### src/rtl/pong_game_sequencer_pkg.sv
// Shared definitions for the Pong game sequencer: state encodings, default
// game parameters and the per-frame contact flag bundle.
package pong_game_sequencer_pkg;

    typedef enum logic [1:0] {
        ST_IDLE = 2'd0,
        ST_PLAY = 2'd1,
        ST_MISS = 2'd2,
        ST_OVER = 2'd3
    } state_e;

    localparam int DEF_MISS_FRAMES = 60;
    localparam int DEF_MAX_MISSES  = 9;

    typedef struct packed {
        logic paddle;
        logic left;
        logic right;
        logic top;
        logic bottom;
    } contact_t;

    function automatic logic [3:0] sat_inc4(input logic [3:0] v);
        return (v == 4'hF) ? v : v + 4'd1;
    endfunction

endpackage

### src/rtl/pong_game_sequencer_ball_contact_detect.sv
// Per-frame ball contact flags (paddle, four screen edges) derived from the
// composite video and the Vga blanking/reset strobes; cleared on each i_VReset.
module ball_contact_detect
    import pong_game_sequencer_pkg::*;
(
    input  logic     i_Clk,
    input  logic     i_Reset,
    input  logic     i_HReset,
    input  logic     i_VReset,
    input  logic     i_HBlank,
    input  logic     i_VBlank,
    input  logic     i_Ball_Video,
    input  logic     i_Paddle_Video,
    output contact_t o_Flags
);

    logic     hblank_q, vblank_q, ball_q;
    logic     first_line_q, first_line_d;
    logic     line_seen_q, line_seen_d;
    contact_t flags_q, flags_d, hit;
    logic     ball_act, hblank_fall, hblank_rise, vblank_fall, vblank_rise;

    always_comb begin
        ball_act    = i_Ball_Video & ~i_HBlank & ~i_VBlank;
        hblank_fall = hblank_q & ~i_HBlank;
        hblank_rise = i_HBlank & ~hblank_q;
        vblank_fall = vblank_q & ~i_VBlank;
        vblank_rise = i_VBlank & ~vblank_q;

        hit        = '0;
        hit.paddle = ball_act & i_Paddle_Video;
        hit.left   = ball_act & hblank_fall;
        // ball_q holds the last active pixel of the line when HBlank rises
        hit.right  = hblank_rise & ball_q;
        // first_line_q is still set on the next line's HReset cycle, so mask it
        hit.top    = ball_act & (vblank_fall | (first_line_q & ~i_HReset));
        hit.bottom = vblank_rise & line_seen_q;

        first_line_d = first_line_q;
        if (vblank_fall) begin
            first_line_d = 1'b1;
        end else if (i_HReset) begin
            first_line_d = 1'b0;
        end

        // Restart at each active line's first pixel; held through blanking so
        // the VBlank rise sees the last active line.
        if (hblank_fall & ~i_VBlank) begin
            line_seen_d = ball_act;
        end else begin
            line_seen_d = line_seen_q | ball_act;
        end

        flags_d = i_VReset ? hit : (flags_q | hit);
    end

    always_ff @(posedge i_Clk) begin
        if (i_Reset) begin
            hblank_q     <= 1'b0;
            vblank_q     <= 1'b0;
            ball_q       <= 1'b0;
            first_line_q <= 1'b0;
            line_seen_q  <= 1'b0;
            flags_q      <= '0;
        end else begin
            hblank_q     <= i_HBlank;
            vblank_q     <= i_VBlank;
            ball_q       <= ball_act;
            first_line_q <= first_line_d;
            line_seen_q  <= line_seen_d;
            flags_q      <= flags_d;
        end
    end

    assign o_Flags = flags_q;

endmodule

### src/rtl/pong_game_sequencer.sv
// Frame-synchronous Pong controller: turns per-frame ball contacts into ball
// directions and motion enable, and sequences serve/play/miss/game-over.
module pong_game_sequencer
    import pong_game_sequencer_pkg::*;
#(
    parameter int p_MISS_FRAMES = DEF_MISS_FRAMES,
    parameter int p_MAX_MISSES  = DEF_MAX_MISSES
) (
    input  logic       i_Clk,
    input  logic       i_Reset,
    input  logic       i_HReset,
    input  logic       i_VReset,
    input  logic       i_HBlank,
    input  logic       i_VBlank,
    input  logic       i_Ball_Video,
    input  logic       i_Paddle_Video,
    input  logic       i_Serve,
    output logic       o_HDir,
    output logic       o_VDir,
    output logic       o_Ball_Enable,
    output logic [3:0] o_Score,
    output logic [1:0] o_State,
    output logic       o_Game_Over
);

    localparam int            CW        = (p_MISS_FRAMES > 1) ? $clog2(p_MISS_FRAMES) : 1;
    localparam logic [CW-1:0] CNT_LOAD  = CW'(p_MISS_FRAMES - 1);
    localparam logic [3:0]    MAX_SCORE = 4'(p_MAX_MISSES);

    state_e        state_q, state_d;
    logic [3:0]    score_q, score_d, score_inc;
    logic [CW-1:0] cnt_q, cnt_d;
    logic          hdir_q, hdir_d, vdir_q, vdir_d, en_q, en_d;
    logic          serve_q, serve_rise, miss;
    contact_t      flags;

    ball_contact_detect u_contact (
        .i_Clk          (i_Clk),
        .i_Reset        (i_Reset),
        .i_HReset       (i_HReset),
        .i_VReset       (i_VReset),
        .i_HBlank       (i_HBlank),
        .i_VBlank       (i_VBlank),
        .i_Ball_Video   (i_Ball_Video),
        .i_Paddle_Video (i_Paddle_Video),
        .o_Flags        (flags)
    );

    always_comb begin
        state_d    = state_q;
        score_d    = score_q;
        cnt_d      = cnt_q;
        hdir_d     = hdir_q;
        vdir_d     = vdir_q;
        en_d       = en_q;
        serve_rise = i_Serve & ~serve_q;
        miss       = flags.left & ~flags.paddle;
        score_inc  = sat_inc4(score_q);

        case (state_q)
            ST_IDLE: begin
                hdir_d = 1'b1;
                vdir_d = 1'b1;
                if (serve_rise) state_d = ST_PLAY;
            end
            ST_PLAY: begin
                if (i_VReset) begin
                    if (flags.top & ~flags.bottom) begin
                        vdir_d = 1'b1;
                    end else if (flags.bottom & ~flags.top) begin
                        vdir_d = 1'b0;
                    end
                    // A paddle contact always wins over a left-edge miss
                    if (flags.paddle) begin
                        hdir_d = 1'b1;
                    end else if (miss) begin
                        hdir_d  = 1'b1;
                        score_d = score_inc;
                        cnt_d   = CNT_LOAD;
                        state_d = (score_inc == MAX_SCORE) ? ST_OVER : ST_MISS;
                    end else if (flags.right) begin
                        hdir_d = 1'b0;
                    end
                end
            end
            ST_MISS: begin
                if (i_VReset) begin
                    if (cnt_q == '0) begin
                        state_d = ST_PLAY;
                    end else begin
                        cnt_d = cnt_q - CW'(1);
                    end
                end
            end
            ST_OVER: begin
                if (serve_rise) begin
                    score_d = 4'd0;
                    state_d = ST_IDLE;
                end
            end
            default: state_d = ST_IDLE;
        endcase

        // Motion enable only moves at frame boundaries so the ball never moves part-frame
        if (i_VReset) en_d = (state_d == ST_PLAY);
    end

    always_ff @(posedge i_Clk) begin
        if (i_Reset) begin
            state_q <= ST_IDLE;
            score_q <= 4'd0;
            cnt_q   <= '0;
            hdir_q  <= 1'b1;
            vdir_q  <= 1'b1;
            en_q    <= 1'b0;
            serve_q <= 1'b0;
        end else begin
            state_q <= state_d;
            score_q <= score_d;
            cnt_q   <= cnt_d;
            hdir_q  <= hdir_d;
            vdir_q  <= vdir_d;
            en_q    <= en_d;
            serve_q <= i_Serve;
        end
    end

    assign o_HDir        = hdir_q;
    assign o_VDir        = vdir_q;
    assign o_Ball_Enable = en_q;
    assign o_Score       = score_q;
    assign o_State       = state_q;
    assign o_Game_Over   = (state_q == ST_OVER);

endmodule

### config.mk
export PLATFORM = sky130hd
export DESIGN_NAME = pong_game_sequencer
export DESIGN_NICKNAME = d
export VERILOG_FILES = /design/src/rtl/pong_game_sequencer_pkg.sv /design/src/rtl/pong_game_sequencer_ball_contact_detect.sv /design/src/rtl/pong_game_sequencer.sv
export SDC_FILE = /design/constraint.sdc
export NUM_CORES = 1
export LEC_CHECK = 0
export ABC_AREA = 1
export BUFFER_PORTS_ARGS = -buffer_cell sky130_fd_sc_hd__buf_2
export CELL_PAD_IN_SITES_DETAIL_PLACEMENT = 1
export CELL_PAD_IN_SITES_GLOBAL_PLACEMENT = 1
export CORE_ASPECT_RATIO = 0.75
export CORE_MARGIN = 4
export CORE_UTILIZATION = 40
export CTS_CLUSTER_SIZE = 20
export DETAILED_ROUTE_END_ITERATION = 8
export MAX_ROUTING_LAYER = met4
export PLACE_DENSITY = 0.78
export SLEW_MARGIN = 20
export SYNTH_ARGS = -nofsm -noshare
export SYNTH_HDL_FRONTEND = slang
export SYNTH_SLANG_ARGS = --single-unit
### constraint.sdc
create_clock -name i_Clk -period 1.8 [get_ports i_Clk]
set_input_delay 0.09 -clock i_Clk [delete_from_list [all_inputs] [get_ports i_Clk]]
set_output_delay 0.09 -clock i_Clk [all_outputs]
set_load 0.05 [all_outputs]
* After elaboration in Yosys (flattened, before gate mapping)
Cells that the tools add are included.
Word-level totals: output and inout port bits 10, word-level logic and storage cells 106, register bits 26, input bits 9
Cells by class: mux-type cells 34, reductions and logical operators 10, equality and inequality tests 14, add/sub/neg operators 2, bitwise gates (word level) 29
Operators with widths (number):
- two-way mux 6 bit | 5
- two-way mux 4 bit | 5
- AND 1 bit | 17
- two-way mux 2 bit | 7
- case mux 6 bit (2 select lines) | 1
- two-way mux 1 bit | 11
- != test 2 bit, second input constant | 5
- NOT 1 bit | 9
- equality test 4 bit, second input constant | 2
- case mux 2 bit (4 select lines) | 1
- case mux 4 bit (2 select lines) | 1
- nonzero test 2 bit | 4
- logical NOT 6 bit | 1
- AND reduction 3 bit | 2
- AND reduction 6 bit | 1
- subtractor 6 x 1 -> 6 bit, second input constant | 1
- two-way mux 5 bit | 1
- OR 5 bit | 1
- AND reduction 5 bit | 1
- adder 4 x 1 -> 4 bit, second input constant | 1
- equality test 2 x 1 -> 1 bit, second input constant | 2
- equality test 2 bit, second input constant | 2
- != test 4 x 2 -> 1 bit, second input constant | 1
- case mux 1 bit (2 select lines) | 2
- 4 further kinds | 5

* Logic depth before layout (Yosys ltp)
depth in word-level cells 9, mapped depth 9

* Modules after synthesis
From an unflattened synthesis, not the netlist that was laid out.
Second synthesis, totals: cell total of the unflattened synthesis 198, area, all modules 1372.6 µm²
Modules (own cells, without submodules):
- pong_game_sequencer | cells each 150, area an instance 1006.0 µm², instances 1, sequential area each 320.3 µm²
- ball_contact_detect | cells each 48, area an instance 366.6 µm², instances 1, sequential area each 200.2 µm²

* Worst setup path after synthesis
Ideal clock, no wire load.
path type reg2reg, start register state_q[0], in the netlist o_State[0], end register en_q, in the netlist o_Ball_Enable, data required time 1686 ps, data arrival time 1627 ps, slack 59 ps, period minus slack after synthesis 1741 ps, stages on the path, launching flop included 10, setup time 114 ps, buffers on the path 0, cell sequence dfxtp_1 nand2_1 inv_1 nand2_1 nand2_1 nor2_1 nand2_1 nor2_1 nand3_1 nand2_1
On the way: elaborated cells between the ends (all ways) 13, those cells by class eq/ne: 4; mux: 8; reduce/logical: 1
RTL lines:
- start: declaration | line pong_game_sequencer.sv:30 | state_e state_q, state_d;
- start signal: assignment | line pong_game_sequencer.sv:118 | state_q <= state_d;
- equality test 2 bit
- named net o_Game_Over | line pong_game_sequencer.sv:23 | output logic o_Game_Over
- case mux 2 bit (4 select lines) | line pong_game_sequencer.sv:60 | case (state_q)
- equality test 2 x 1 -> 1 bit | line pong_game_sequencer.sv:105 | if (i_VReset) en_d = (state_d == ST_PLAY);
- end signal: assignment | line pong_game_sequencer.sv:123 | en_q <= en_d;
- end: declaration | line pong_game_sequencer.sv:33 | logic hdir_q, hdir_d, vdir_q, vdir_d, en_q, en_d;
The timed path passes the listed nets, and every way through them passes these cells. A chain may end at the register's enable or synchronous reset.

* Worst setup path after layout
start register state_q[1], in the netlist o_State[1], end register cnt_q[1]
On the way: word-level cells in the longest chain between the ends 3, elaborated cells between the ends (all ways) 10, those cells by class eq/ne: 7; mux: 1; reduce/logical: 2
RTL lines:
- equality test 2 bit or equality test 2 x 1 -> 1 bit (tied branches) | line pong_game_sequencer.sv:60
- != test 2 bit (no line) or nonzero test 2 bit (tied branches)
- AND reduction 6 bit (no line)
- end signal: assignment | line pong_game_sequencer.sv:120 | cnt_q <= cnt_d;
- end: declaration | line pong_game_sequencer.sv:32 | logic [CW-1:0] cnt_q, cnt_d;
Parallel ways exist; a longest one is shown, timed or not.

==> results.json <==
{
  "synth_fp_nets": 194,
  "grt_pass1_wl_mm": 5.46,
  "ys_types": 28,
  "reg2reg_depth": 7,
  "synth-seq-area-share": 0.397,
  "setup_viol": 0,
  "clkLatencyLatePin_ns": 0.27,
  "nets": 216,
  "required_ns": 1.97,
  "drv_cap": 0,
  "setup_slack_ns": 0.378,
  "start_util": 0.432,
  "fin_skew_ns": 0.00256,
  "fp.dieW_um": 74.1,
  "synth_compound_area_frac": 0.136,
  "track_usage": 0.168,
  "netlist_instances": 181,
  "die_h_um": 57.6,
  "drt-initial-drc-count": 41,
  "hold_viol": 0,
  "postCtsSetupRepairBufs": 0,
  "nFillCells": 410,
  "cts_buffers": 3,
  "avgSynthCellArea_sq_um": 7.25,
  "slew_headroom": 0.758,
  "clockBufferDepth": 2,
  "routed-via-count": 1205,
  "hold_class": "input pin to flop",
  "post-place-ws_ns": 0.389,
  "drc_errors": 0,
  "syn-cell-area_sq_um": 1310,
  "root_buffer": "clkbuf_8",
  "antenna_found_initial": 0,
  "gr-total-overflow": 0,
  "worst-setup-path-type": "flop to flop",
  "dr.pass1.iters": 4,
  "ys_seq_elements": 26,
  "r2r_end": "cnt_q[1]",
  "start_kind": "flop",
  "p_per_area_nw_per_um2": 712,
  "yosys.area.top_type": "dfxtp_1",
  "synth_fa_ha_area_frac": 0.0381,
  "timing.critical_path.to_type": "flop",
  "drt-vias-per-instance": 5.02,
  "numPortBuffers": 18,
  "pin_count": 19,
  "path_max_fanout": 9,
  "diodes": 0,
  "period_share": 0.790,
  "yosys_warnings": 0,
  "peakVddDrop_mv": 0.351,
  "synth_top_family_by_area": "simple AND/OR/NAND/NOR gates",
  "fmax_mhz": 703,
  "slew_viol_final": 0,
  "routedWlPerCell_um": 13.3,
  "dieArea_sq_um": 4270,
  "grt_pass1_vias": 1159,
  "num_rows": 17,
  "hold_path_end": "u_contact.o_Flags[4]",
  "finalCriticalPeriod_ns": 1.42,
  "arrival_ns": 1.59,
  "timing.rr.start": "o_State[1]",
  "setup_tns_ns": 0,
  "worst_pin_slew_ns": 0.360,
  "layout-drive-gt1-share": 0.188,
  "holdPathStages": 2,
  "grt_max_degree": 18,
  "area_growth_pct": 14.6,
  "synth_top_area_share": 0.397,
  "hold_start": "i_Paddle_Video",
  "synthXorXnorAreaFrac": 0.0133,
  "ant_nets": 0,
  "hpwl_mm": 2.53,
  "synthMuxAreaShare": 0,
  "p_leak_nw": 0.682,
  "grt_setup_unrepaired": "no",
  "tritoncts": "built",
  "core_sq_um": 3040,
  "fin_util": 0.494,
  "rrSetupSlack_ns": 0.38,
  "cts_resized": 0,
  "drt-total-wl_mm": 3.19,
  "yosys.area_share.simple": 0.314,
  "cts.sinks": 26,
  "status": "completed",
  "htree_levels": 1,
  "place.gp.congestion": 0.840,
  "path_clk_slew_ns": 0.09,
  "cts-hold-fix-buffers": 0,
  "synth_area_leaders": "dfxtp_1, nand2_1, inv_1, nand3_1, nor2_1"
}
[cell families after synthesis]
kind of cell             Yosys count
AO/OA/AOI/OAI                     29
XOR/XNOR                           2
adder cells (fa/ha/maj)            4
buffers and inverters             34
flip-flops                        26
AND/OR/NAND/NOR                   86
[per-stage QoR]
step / hold WS (ns) / std cells / power (mW) / cell area [sq um]
detailed placement: 0.314 / 236 / 0.713 / 1450
finish: 0.0314 / 240 / 1.07 / 1500
global placement: 0.303 / 236 / 0.710 / 1450
floorplan: 0.194 / 181 / 0.679 / 1310
global route: 0.0256 / 240 / 1.13 / 1500
CTS: 0.0258 / 240 / 1.09 / 1500
[synthesized netlist by cell type]
| cell | n |
|---|---|
| nand2_1 | 38 |
| inv_1 | 27 |
| dfxtp_1 | 26 |
| nor2_1 | 18 |
| nand3_1 | 15 |
| a21oi_1 | 9 |
| o21ai_0 | 8 |
| nand4_1 | 5 |
| ha_1 | 4 |
| o211ai_1 | 4 |
| a21oi_2 | 3 |
| inv_2 | 3 |
| nand2_2 | 2 |
| nor3_1 | 2 |
| o31ai_1 | 2 |
| or2_2 | 2 |
| xor2_1 | 2 |
| a31oi_1 | 1 |
| a32o_1 | 1 |
| buf_1 | 1 |
| buf_2 | 1 |
| clkinv_1 | 1 |
| clkinv_4 | 1 |
| nand2_4 | 1 |
| nand3_4 | 1 |
| nor2_4 | 1 |
| nor2_8 | 1 |
| o22ai_1 | 1 |
[layer usage]
layer | vias up | GRT usage | share of wire
met1 | 560 | 0.225 | 0.53
met5 | - | - | 0
met3 | 4 | 0.0433 | 0.036
met4 | 0 | 0.0388 | 0.0091
li1 | 625 | - | -
met2 | 16 | 0.254 | 0.43
[power breakdown]
part / leakage (nW) / total (mW) / internal (mW) / switching, mW
sequential: 0.212 / 0.599 / 0.590 / 0.00967
combinational: 0.442 / 0.100 / 0.0283 / 0.0720
clock: 0.0288 / 0.372 / 0.195 / 0.176
total: 0.682 / 1.07 / 0.813 / 0.258
[worst max path at each step]
stage,startpoint,to,slack [ns]
2_1_floorplan,o_State[0],o_Ball_Enable,0.06
3_3_place_gp,o_Score[0],o_Ball_Enable,0.43
3_5_place_dp,o_State[0],cnt_q[1],0.39
4_1_cts,o_State[0],cnt_q[1],0.36
5_1_grt,cnt_q[0],cnt_q[1],0.17
6_report,o_State[1],cnt_q[1],0.38
[critical path, stage by stage, from the launching register on]
cell,delay [ns]
dfxtp_1,0.41
inv_2,0.10
nor2_4,0.22
nand2_1,0.15
nand2_2,0.11
nand2_4,0.09
o21ai_0,0.20
nor2_1,0.05
[final cells by class]
| class | instances | area, sq um | share of cell area |
|---|---|---|---|
| clock buffers | 4 | 55.1 | 0.0366 |
| flip-flops and latches | 26 | 520 | 0.346 |
| multi-input cells | 121 | 658 | 0.438 |
| inverters | 32 | 125 | 0.0832 |
| repair buffers | 19 | 97.6 | 0.0649 |
| well taps | 38 | 47.5 | 0.0316 |
[flip-flops by register name (all words and copies together) (netlist names)]
register / count
u_contact.ball_q: 1
o_State: 2
u_contact.hblank_q: 1
serve_q: 1
u_contact.vblank_q: 1
u_contact.first_line_q: 1
o_HDir: 1
cnt_q: 6
u_contact.o_Flags: 5
o_Ball_Enable: 1
o_VDir: 1
o_Score: 4
u_contact.line_seen_q: 1
[cell usage in the layout (no fill, tap or decap), types with 5 or more instances in the layout]
cell / instances
a21oi_1: 9
o21ai_0: 8
nor2_1: 18
nand3_1: 15
inv_1: 27
nand2_1: 38
dfxtp_1: 26
nand4_1: 5
buf_2: 18
Power figures use the tool's default switching activity.
